File: src/rtl/muldiv_unit.sv
// muldiv_unit: multi-cycle MULT/MULTU/DIV/DIVU unit with architectural HI/LO.
// Iterates on operand magnitudes: radix-2 shift-add multiply and restoring
// divide, one bit per cycle, followed by a sign-fix/writeback cycle.
// Optional feature macro MULDIV_FAST_MUL_EN: multiplies use a single
// WIDTH x WIDTH multiplier and finish in one cycle; divide is unchanged.
module muldiv_unit #(
    parameter int WIDTH = 32
) (
    input  logic             clk,
    input  logic             rst,
    input  logic             start,
    input  logic [1:0]       op,
    input  logic [WIDTH-1:0] a,
    input  logic [WIDTH-1:0] b,
    input  logic             abort,
    input  logic             mthi_we,
    input  logic             mtlo_we,
    input  logic [WIDTH-1:0] wd,
    output logic [WIDTH-1:0] hi,
    output logic [WIDTH-1:0] lo,
    output logic             busy,
    output logic             done
);

    localparam int CW = (WIDTH > 1) ? $clog2(WIDTH) : 1;

    typedef enum logic [1:0] {IDLE = 2'd0, RUN = 2'd1, FIX = 2'd2} state_t;

    state_t             state_q, state_d;
    logic [CW-1:0]      cnt;
    logic [2*WIDTH-1:0] acc;       // mul: {partial, multiplier}; div: {rem, quo}
    logic [WIDTH-1:0]   opnd;      // |b|: multiplicand or divisor
    logic               is_div;
    logic               neg_res;   // operand signs differ
    logic               neg_rem;   // dividend was negative
    logic               div_zero;

    // Operand magnitudes; op[0] marks the signed variants.
    logic             a_neg, b_neg, accept;
    logic [WIDTH-1:0] mag_a, mag_b;
    assign a_neg  = op[0] & a[WIDTH-1];
    assign b_neg  = op[0] & b[WIDTH-1];
    assign mag_a  = a_neg ? -a : a;
    assign mag_b  = b_neg ? -b : b;
    assign accept = (state_q == IDLE) && start && !abort;
    assign busy   = (state_q != IDLE);

    // Next-state logic; abort overrides every transition.
    always_comb begin
        // NOTE: default assigned first so no path leaves state_d unassigned (no latch).
        state_d = state_q;
        case (state_q)
            IDLE: if (accept) begin
`ifdef MULDIV_FAST_MUL_EN
                state_d = op[1] ? RUN : FIX;
`else
                state_d = RUN;
`endif
            end
            RUN:     if (cnt == '0) state_d = FIX;
            FIX:     state_d = IDLE;
            default: state_d = IDLE;
        endcase
        if (abort) state_d = IDLE;
    end

    // State register.
    always_ff @(posedge clk or negedge rst) begin
        // NOTE: sequential state always uses non-blocking assignments.
        if (!rst) state_q <= IDLE;
        else      state_q <= state_d;
    end

    // One iteration step for either algorithm.
    logic [WIDTH:0]     mul_sum, div_sh;
    logic [WIDTH-1:0]   div_diff;
    logic               div_ge;
    logic [2*WIDTH-1:0] step_acc;
    always_comb begin
        mul_sum  = {1'b0, acc[2*WIDTH-1:WIDTH]} + (acc[0] ? {1'b0, opnd} : '0);
        div_sh   = {acc[2*WIDTH-1:WIDTH], acc[WIDTH-1]};
        div_ge   = (div_sh >= {1'b0, opnd});
        div_diff = div_sh[WIDTH-1:0] - opnd;
        if (is_div)
            step_acc = {(div_ge ? div_diff : div_sh[WIDTH-1:0]), acc[WIDTH-2:0], div_ge};
        else
            step_acc = {mul_sum, acc[WIDTH-1:1]};
    end

    // Sign correction applied in the FIX cycle.
    logic [2*WIDTH-1:0] res_mul;
    logic [WIDTH-1:0]   quo, rem, res_hi, res_lo;
    always_comb begin
        res_mul = neg_res ? -acc : acc;
        quo     = acc[WIDTH-1:0];
        rem     = acc[2*WIDTH-1:WIDTH];
        if (is_div) begin
            res_hi = neg_rem ? -rem : rem;
            res_lo = div_zero ? '1 : (neg_res ? -quo : quo);
        end else begin
            res_hi = res_mul[2*WIDTH-1:WIDTH];
            res_lo = res_mul[WIDTH-1:0];
        end
    end

    // Operand capture and iteration datapath.
    always_ff @(posedge clk or negedge rst) begin
        // NOTE: datapath registers are reset too, so no X ever reaches HI/LO.
        if (!rst) begin
            cnt      <= '0;
            acc      <= '0;
            opnd     <= '0;
            is_div   <= 1'b0;
            neg_res  <= 1'b0;
            neg_rem  <= 1'b0;
            div_zero <= 1'b0;
        end else if (accept) begin
            cnt      <= CW'(WIDTH - 1);
            opnd     <= mag_b;
            is_div   <= op[1];
            neg_res  <= a_neg ^ b_neg;
            neg_rem  <= a_neg;
            div_zero <= op[1] && (b == '0);
`ifdef MULDIV_FAST_MUL_EN
            if (op[1]) acc <= {{WIDTH{1'b0}}, mag_a};
            else       acc <= {{WIDTH{1'b0}}, mag_a} * {{WIDTH{1'b0}}, mag_b};
`else
            acc      <= {{WIDTH{1'b0}}, mag_a};
`endif
        end else if (state_q == RUN) begin
            acc <= step_acc;
            if (cnt != '0) cnt <= cnt - 1'b1;
        end
    end

    // HI/LO: MTHI/MTLO any time; the FIX-cycle result is assigned last so it wins.
    always_ff @(posedge clk or negedge rst) begin
        if (!rst) begin
            hi <= '0;
            lo <= '0;
        end else begin
            if (mthi_we) hi <= wd;
            if (mtlo_we) lo <= wd;
            if (state_q == FIX && !abort) begin
                hi <= res_hi;
                lo <= res_lo;
            end
        end
    end

    // One-cycle completion pulse, coincident with the new HI/LO.
    always_ff @(posedge clk or negedge rst) begin
        if (!rst) done <= 1'b0;
        else      done <= (state_q == FIX) && !abort;
    end

endmodule

File: config.mk
export PLATFORM = sky130hd
export DESIGN_NAME = muldiv_unit
export DESIGN_NICKNAME = d
export VERILOG_FILES = /design/src/rtl/muldiv_unit.sv
export SDC_FILE = /design/constraint.sdc
export NUM_CORES = 1
export LEC_CHECK = 0
export CAP_MARGIN = 20
export CORE_MARGIN = 2
export CORE_UTILIZATION = 35
export DETAILED_ROUTE_END_ITERATION = 12
export PLACE_DENSITY = 0.53
export SYNTH_ARGS = -nofsm -noshare
export SYNTH_HDL_FRONTEND = slang
export SYNTH_SLANG_ARGS = --single-unit
File: constraint.sdc
create_clock -name clk -period 8.5 [get_ports clk]
set_clock_uncertainty 0.1 [all_clocks]
set_input_delay 1.275 -clock clk [delete_from_list [all_inputs] [get_ports clk]]
set_output_delay 1.275 -clock clk [all_outputs]
set_load 0.02 [all_outputs]
Yosys cells after proc, flatten, opt, wreduce, memory -nomap -nowiden. Cells that the tools add are included.

Word-level logic and storage cells: 67. Output and inout port bits: 66. Bits in registers: 172. Input bits: 104.

Bitwise operators: 3. Add/sub/neg operators: 8. Eq/ne operators: 4. Muxes and demuxes: 24. $lt $le $gt $ge: 1. Reductions and logical operators: 16.

Operators with widths (number): two-way mux 32 bit (13); two-way mux 64 bit (4); negator 32 bit (4); negator 64 bit (1); adder 32 x 32 -> 33 bit (1); greater-or-equal comparator 33 x 32 -> 1 bit (1); logical NOT 32 bit (1); subtractor 32 bit (1); two-way mux 5 bit (3); nonzero test 2 bit (5); two-way mux 2 bit (3); != test 3 bit (second input constant) (2); logical NOT 5 bit (1); nonzero test 5 bit (1); subtractor 5 x 1 -> 5 bit (second input constant) (1); logical AND 1 bit (4); case mux 2 bit (2 select lines) (1); AND reduction 2 bit (2); bitwise AND 1 bit (2); == test 2 x 1 -> 1 bit (second input constant) (1); == test 2 bit (second input constant) (1); logical NOT 2 bit (1); logical NOT 1 bit (1); bitwise XOR 1 bit (1).

Logic depth before layout (Yosys ltp).
Depth after elaboration: 6. Gate-level depth with buffers: 14. Gate-level depth less buffers: 13.

Worst setup path after synthesis. Ideal clock, no wire load.

Path type: input -> register. From: input port a[5]. To: register acc[29]. Buffers on the path: 0. Cell stages on the path: 9. Setup time: 136 ps. Path slack: 4537 ps. Required time: 8264 ps. Data arrival time: 3727 ps. Path through: or4_1 nor2_1 nand3_1 or4_1 or4_1 o41ai_1 nand2_1 xnor2_1 o21ai_0.

Word-level cells in the longest chain between the ends: 3.

Ends and longest elaborated chain: from (decl) (line 13) `input logic [WIDTH-1:0] a,`; negator 32 bit (line 43) `assign mag_a = a_neg ? -a : a;`; two-way mux 32 bit (line 43); two-way mux 64 bit (line 117) `end else if (accept) begin`; to (signal assigned) (line 128) `acc <= {{WIDTH{1'b0}}, mag_a};`; to (signal assigned) (line 131) `acc <= step_acc;`; to (decl) (line 31) `logic [2*WIDTH-1:0] acc;`.

No other way between the ends. A chain may end at the register's enable or synchronous reset.

Final worst setup path.
From: input port b[2]. To: register opnd[30].

Word-level cells in the longest chain between the ends: 2.

Ends and longest elaborated chain: from (decl) (line 14) `input logic [WIDTH-1:0] b,`; negator 32 bit (line 44) `assign mag_b = b_neg ? -b : b;`; two-way mux 32 bit (line 44); to (signal assigned) (line 119) `opnd <= mag_b;`; to (decl) (line 32) `logic [WIDTH-1:0] opnd;`.

No other way between the ends.

==> summary.txt <==
Status
  – Status: complete, no violations

Global routing
  – Antenna violations before repair: 0
  – Number of global-route vias before repair: 13,300
  – Global-route wire length before repair: 79,100 um
  – GRT Residual Overflow: 0
  – Maximum number of pins on one net before global-route repair: 71
  – Total track usage: 0.232

Worst setup path
  – Top Family by Delay on Critical Path: simple AND/OR/NAND/NOR gates
  – Crit path DAT: 4.78 ns
  – Class of the most critical setup path: in2reg
  – Capturing point of the worst reg2reg path: acc[61]$_DFFE_PN0P_
  – Worst-case register-to-register setup slack: 4.20 ns
  – Critical path fanouts, max: 5
  – Critical Path End Type: flip-flop
  – Ordered cell list for the critical path: clkdlybuf4s50_1 -> nor4_1 -> and2_1 -> nand2_1 -> or4_1 -> nor3_1 -> nor4b_1 -> a21oi_1 -> xnor2_1 -> o21ai_0
  – CP startpoint kind: primary input
  – Start of the worst register-to-register path: acc[32]$_DFFE_PN0P_
  – Delay of the slowest cell on the worst path: 0.84 ns
  – Crit path max-delay cell type: nor4b_1
  – Cell depth of the worst flop-to-flop path: 12
  – Worst Path Required: 8.71 ns
  – Count of buffering cells on the critical path with inverters included: 1

Synth
  – Sequential share of the synthesized area: 0.296
  – Netlist area before placement: 14,500 um2
  – Count of different cell masters after synthesis: 72
  – Main synth FF type: dfrtp_1
  – Synth warnings: 0
  – Share of Yosys cell area claimed by the top area cell type: 0.296
  – Syn Nets: 1,956
  – Synthesized instance count: 1,780
  – Fraction of synthesis flops using an asynchronous set or reset pin: 1.00
  – Largest cells by area after synthesis: dfrtp_1 30%, mux2i_1 6.8%, ha_1 6.0%
  – Cell type with the highest aggregate area in the netlist: dfrtp_1
  – Avg Synthesized Cell Area: 8.16 um2
  – Number of synthesized flops with an enable pin: 0
  – Synthesized flop and latch total: 172

Drt
  – Routed WL per cell: 20.9 um
  – Number of optimization iterations in the first detailed-route pass: 6
  – Vias per cell: 5.69
  – Post-DRT Antenna Nets: 0
  – Total detailed-routing wirelength: 50,900 um
  – Residual DRC: 0
  – Iteration-0 DRC Markers: 1,008
  – Routed via count: 13,800

Layout
  – Most common cell after layout, fill and taps aside: nand2_1
  – Multi-input logic area: 9600 um2
  – Fraction of final layout cells sized beyond drive strength 1: 0.0437
  – Number of standard cells in the final layout excluding fillers: 2,430
  – Area growth from synthesis to layout: 18.7%
  – Post-layout nets: 2,062
  – Area taken by flip-flops and latches: 4310 um2
  – Antenna fix cells: 0
  – Top library cells by usage in the layout, fill and taps aside: 192 x nand2_1, 174 x o21ai_0, 171 x dfrtp_1, 166 x clkdlybuf4s50_1, 132 x a21oi_1
  – Count of fill cells added during filler insertion: 4,213

Run
  – Max-Cap Viols: 0

Placement
  – Placed Instances: 2,397
  – Total half-perimeter wirelength after legalization and detailed placement: 38,900 um
  – Final weighted congestion in routability-driven placement: 0.925
  – Number of I/O port buffers: 169

Timing
  – Final worst-path cycle share: 0.537
  – Endpoints failing setup: 0
  – Summed negative setup slack over all endpoints: 0 ns
  – Unrepaired setup endpoints after global routing: no
  – Worst slew pin tran: 1.18 ns
  – Timing-limited maximum frequency: 219 MHz
  – Worst slew margin relative to its limit: 0.209
  – Shortest clock period the worst path allows after layout: 4.57 ns
  – Endpoints failing hold: 0
  – Final Max Slew Viols: 0

CTS
  – Clock-pin transition on the worst setup and hold timing paths: 0.07 ns
  – Number of buffers added by the clock tree synthesis step: 17
  – Deepest clock path buffer count: 2
  – Root Buffer: clkbuf_16
  – Total number of H-tree levels: 4
  – Setup Fix Bufs, Post-CTS: 0
  – Resized cells post-CTS: 0
  – Number of clock sinks seen by CTS: 172
  – Clk_lat worst skew: 0.46 ns
  – TritonCTS clock tree: built
  – Hold buffer count at CTS: 0

Worst hold path
  – Hold path start: neg_res$_DFFE_PN0P_
  – Hold path endpoint: neg_res$_DFFE_PN0P_
  – Class of the most critical hold timing path: reg2reg
  – WHS Path Cells: 2

Floorplan
  – Die width: 208 um
  – Core Area: 40,900 um2
  – Floorplan die area: 43,100 um2
  – I/O pins: 170
  – Overall die height: 208 um
  – Standard-cell rows: 74
  – Initial standard-cell utilization of the core: 0.355

Power
  – Maximum VDD drop: 0.147 mV
  – Leak Pwr: 7.14 nW
  – Pwr Density: 282 nW/um2
## power by group
part / total [mW] / internal [mW] / leakage, nW / switching [mW]
sequential: 1.35 / 0.986 / 2.07 / 0.365
combinational: 2.74 / 1.11 / 4.80 / 1.63
clock: 0.769 / 0.401 / 0.264 / 0.368
total: 4.86 / 2.50 / 7.14 / 2.37
## area by class of cell
class / instances / share of cell area
inverter: 71 / 0.0155
sequential: 172 / 0.250
clock inverter: 10 / 0.00479
clock buffer: 21 / 0.0273
timing repair buffer: 188 / 0.107
tap: 532 / 0.0386
multi-input combinational: 1436 / 0.557
## how the worst max path moves through the flow
stage	start	to	slack, ns	depth (start not counted)
finish	b[2]	opnd[30]$_DFFE_PN0P_	3.93	10
global route	b[2]	opnd[30]$_DFFE_PN0P_	3.63	10
CTS	b[2]	opnd[30]$_DFFE_PN0P_	3.90	10
detailed placement	b[2]	opnd[26]$_DFFE_PN0P_	3.41	10
global placement	b[2]	opnd[26]$_DFFE_PN0P_	3.47	10
floorplan	a[5]	acc[29]$_DFFE_PN0P_	4.54	9
## through the flow
stage                     setup WS, ns  hold WS (ns)  power, mW  instance area [um2]   util
after floorplan                   4.54         0.350       3.14                14500      -
after global placement            3.47         0.362       4.04                16700  0.407
after global routing              3.63         0.396       5.21                17200  0.421
after CTS                         3.90         0.376       4.85                17200  0.420
after detailed placement          3.41         0.360       4.06                16700  0.407
final                             3.93         0.374       4.86                17200  0.421
## worst min-delay path: cells and delay by family (launching register included)
family / cells / cell delay, ns
DFF: 1 / 0.34
and+or+nand+nor: 2 / 0.10
## sequential cells by signal, indices dropped and copies added, names as in the netlist
register  flops
is_div        1
state_q       2
lo           32
div_zero      1
neg_res       1
cnt           5
hi           32
acc          64
opnd         32
done          1
neg_rem       1
## synthesized netlist by cell type, types with 5 or more instances
cell type / n
nand2_1: 192
o21ai_0: 174
dfrtp_1: 172
a21oi_1: 133
nor2_1: 110
mux2i_1: 99
xnor2_1: 89
clkbuf_1: 88
xor2_1: 86
inv_1: 71
ha_1: 70
a22oi_1: 43
o211ai_1: 41
nand3_1: 38
nor3_1: 29
nor2b_1: 25
a211oi_1: 24
a21o_1: 22
nand2b_1: 20
nor4_1: 18
or3_1: 18
a31oi_1: 17
o31ai_1: 17
or4_1: 16
and2_1: 11
buf_1: 11
and3_1: 9
nand4_1: 9
o41ai_1: 9
o21bai_1: 8
a2111oi_0: 7
a31o_2: 7
o21a_1: 7
or2_2: 6
a32oi_1: 5
nor4b_1: 5
## logic make-up after synthesis
| family | synth area share |
|---|---|
| muxes | 0.0682 |
| xor gates and xnor gates | 0.106 |
| buffers and inverters | 0.0446 |
| and+or+nand+nor | 0.172 |
| AOI/OAI and AO/OA | 0.250 |
| adders and majority gates | 0.0631 |
| DFF | 0.296 |
## per-layer routing
layer  vias to the layer above  share of wire  global-route usage
met5                         -              0                   0
met4                         0          0.019              0.0607
met3                        51          0.049              0.0336
met2                       409           0.44               0.351
met1                      6655           0.49               0.344
li1                       6703              -                   -
No activity file was read; power rests on OpenSTA's default activity.
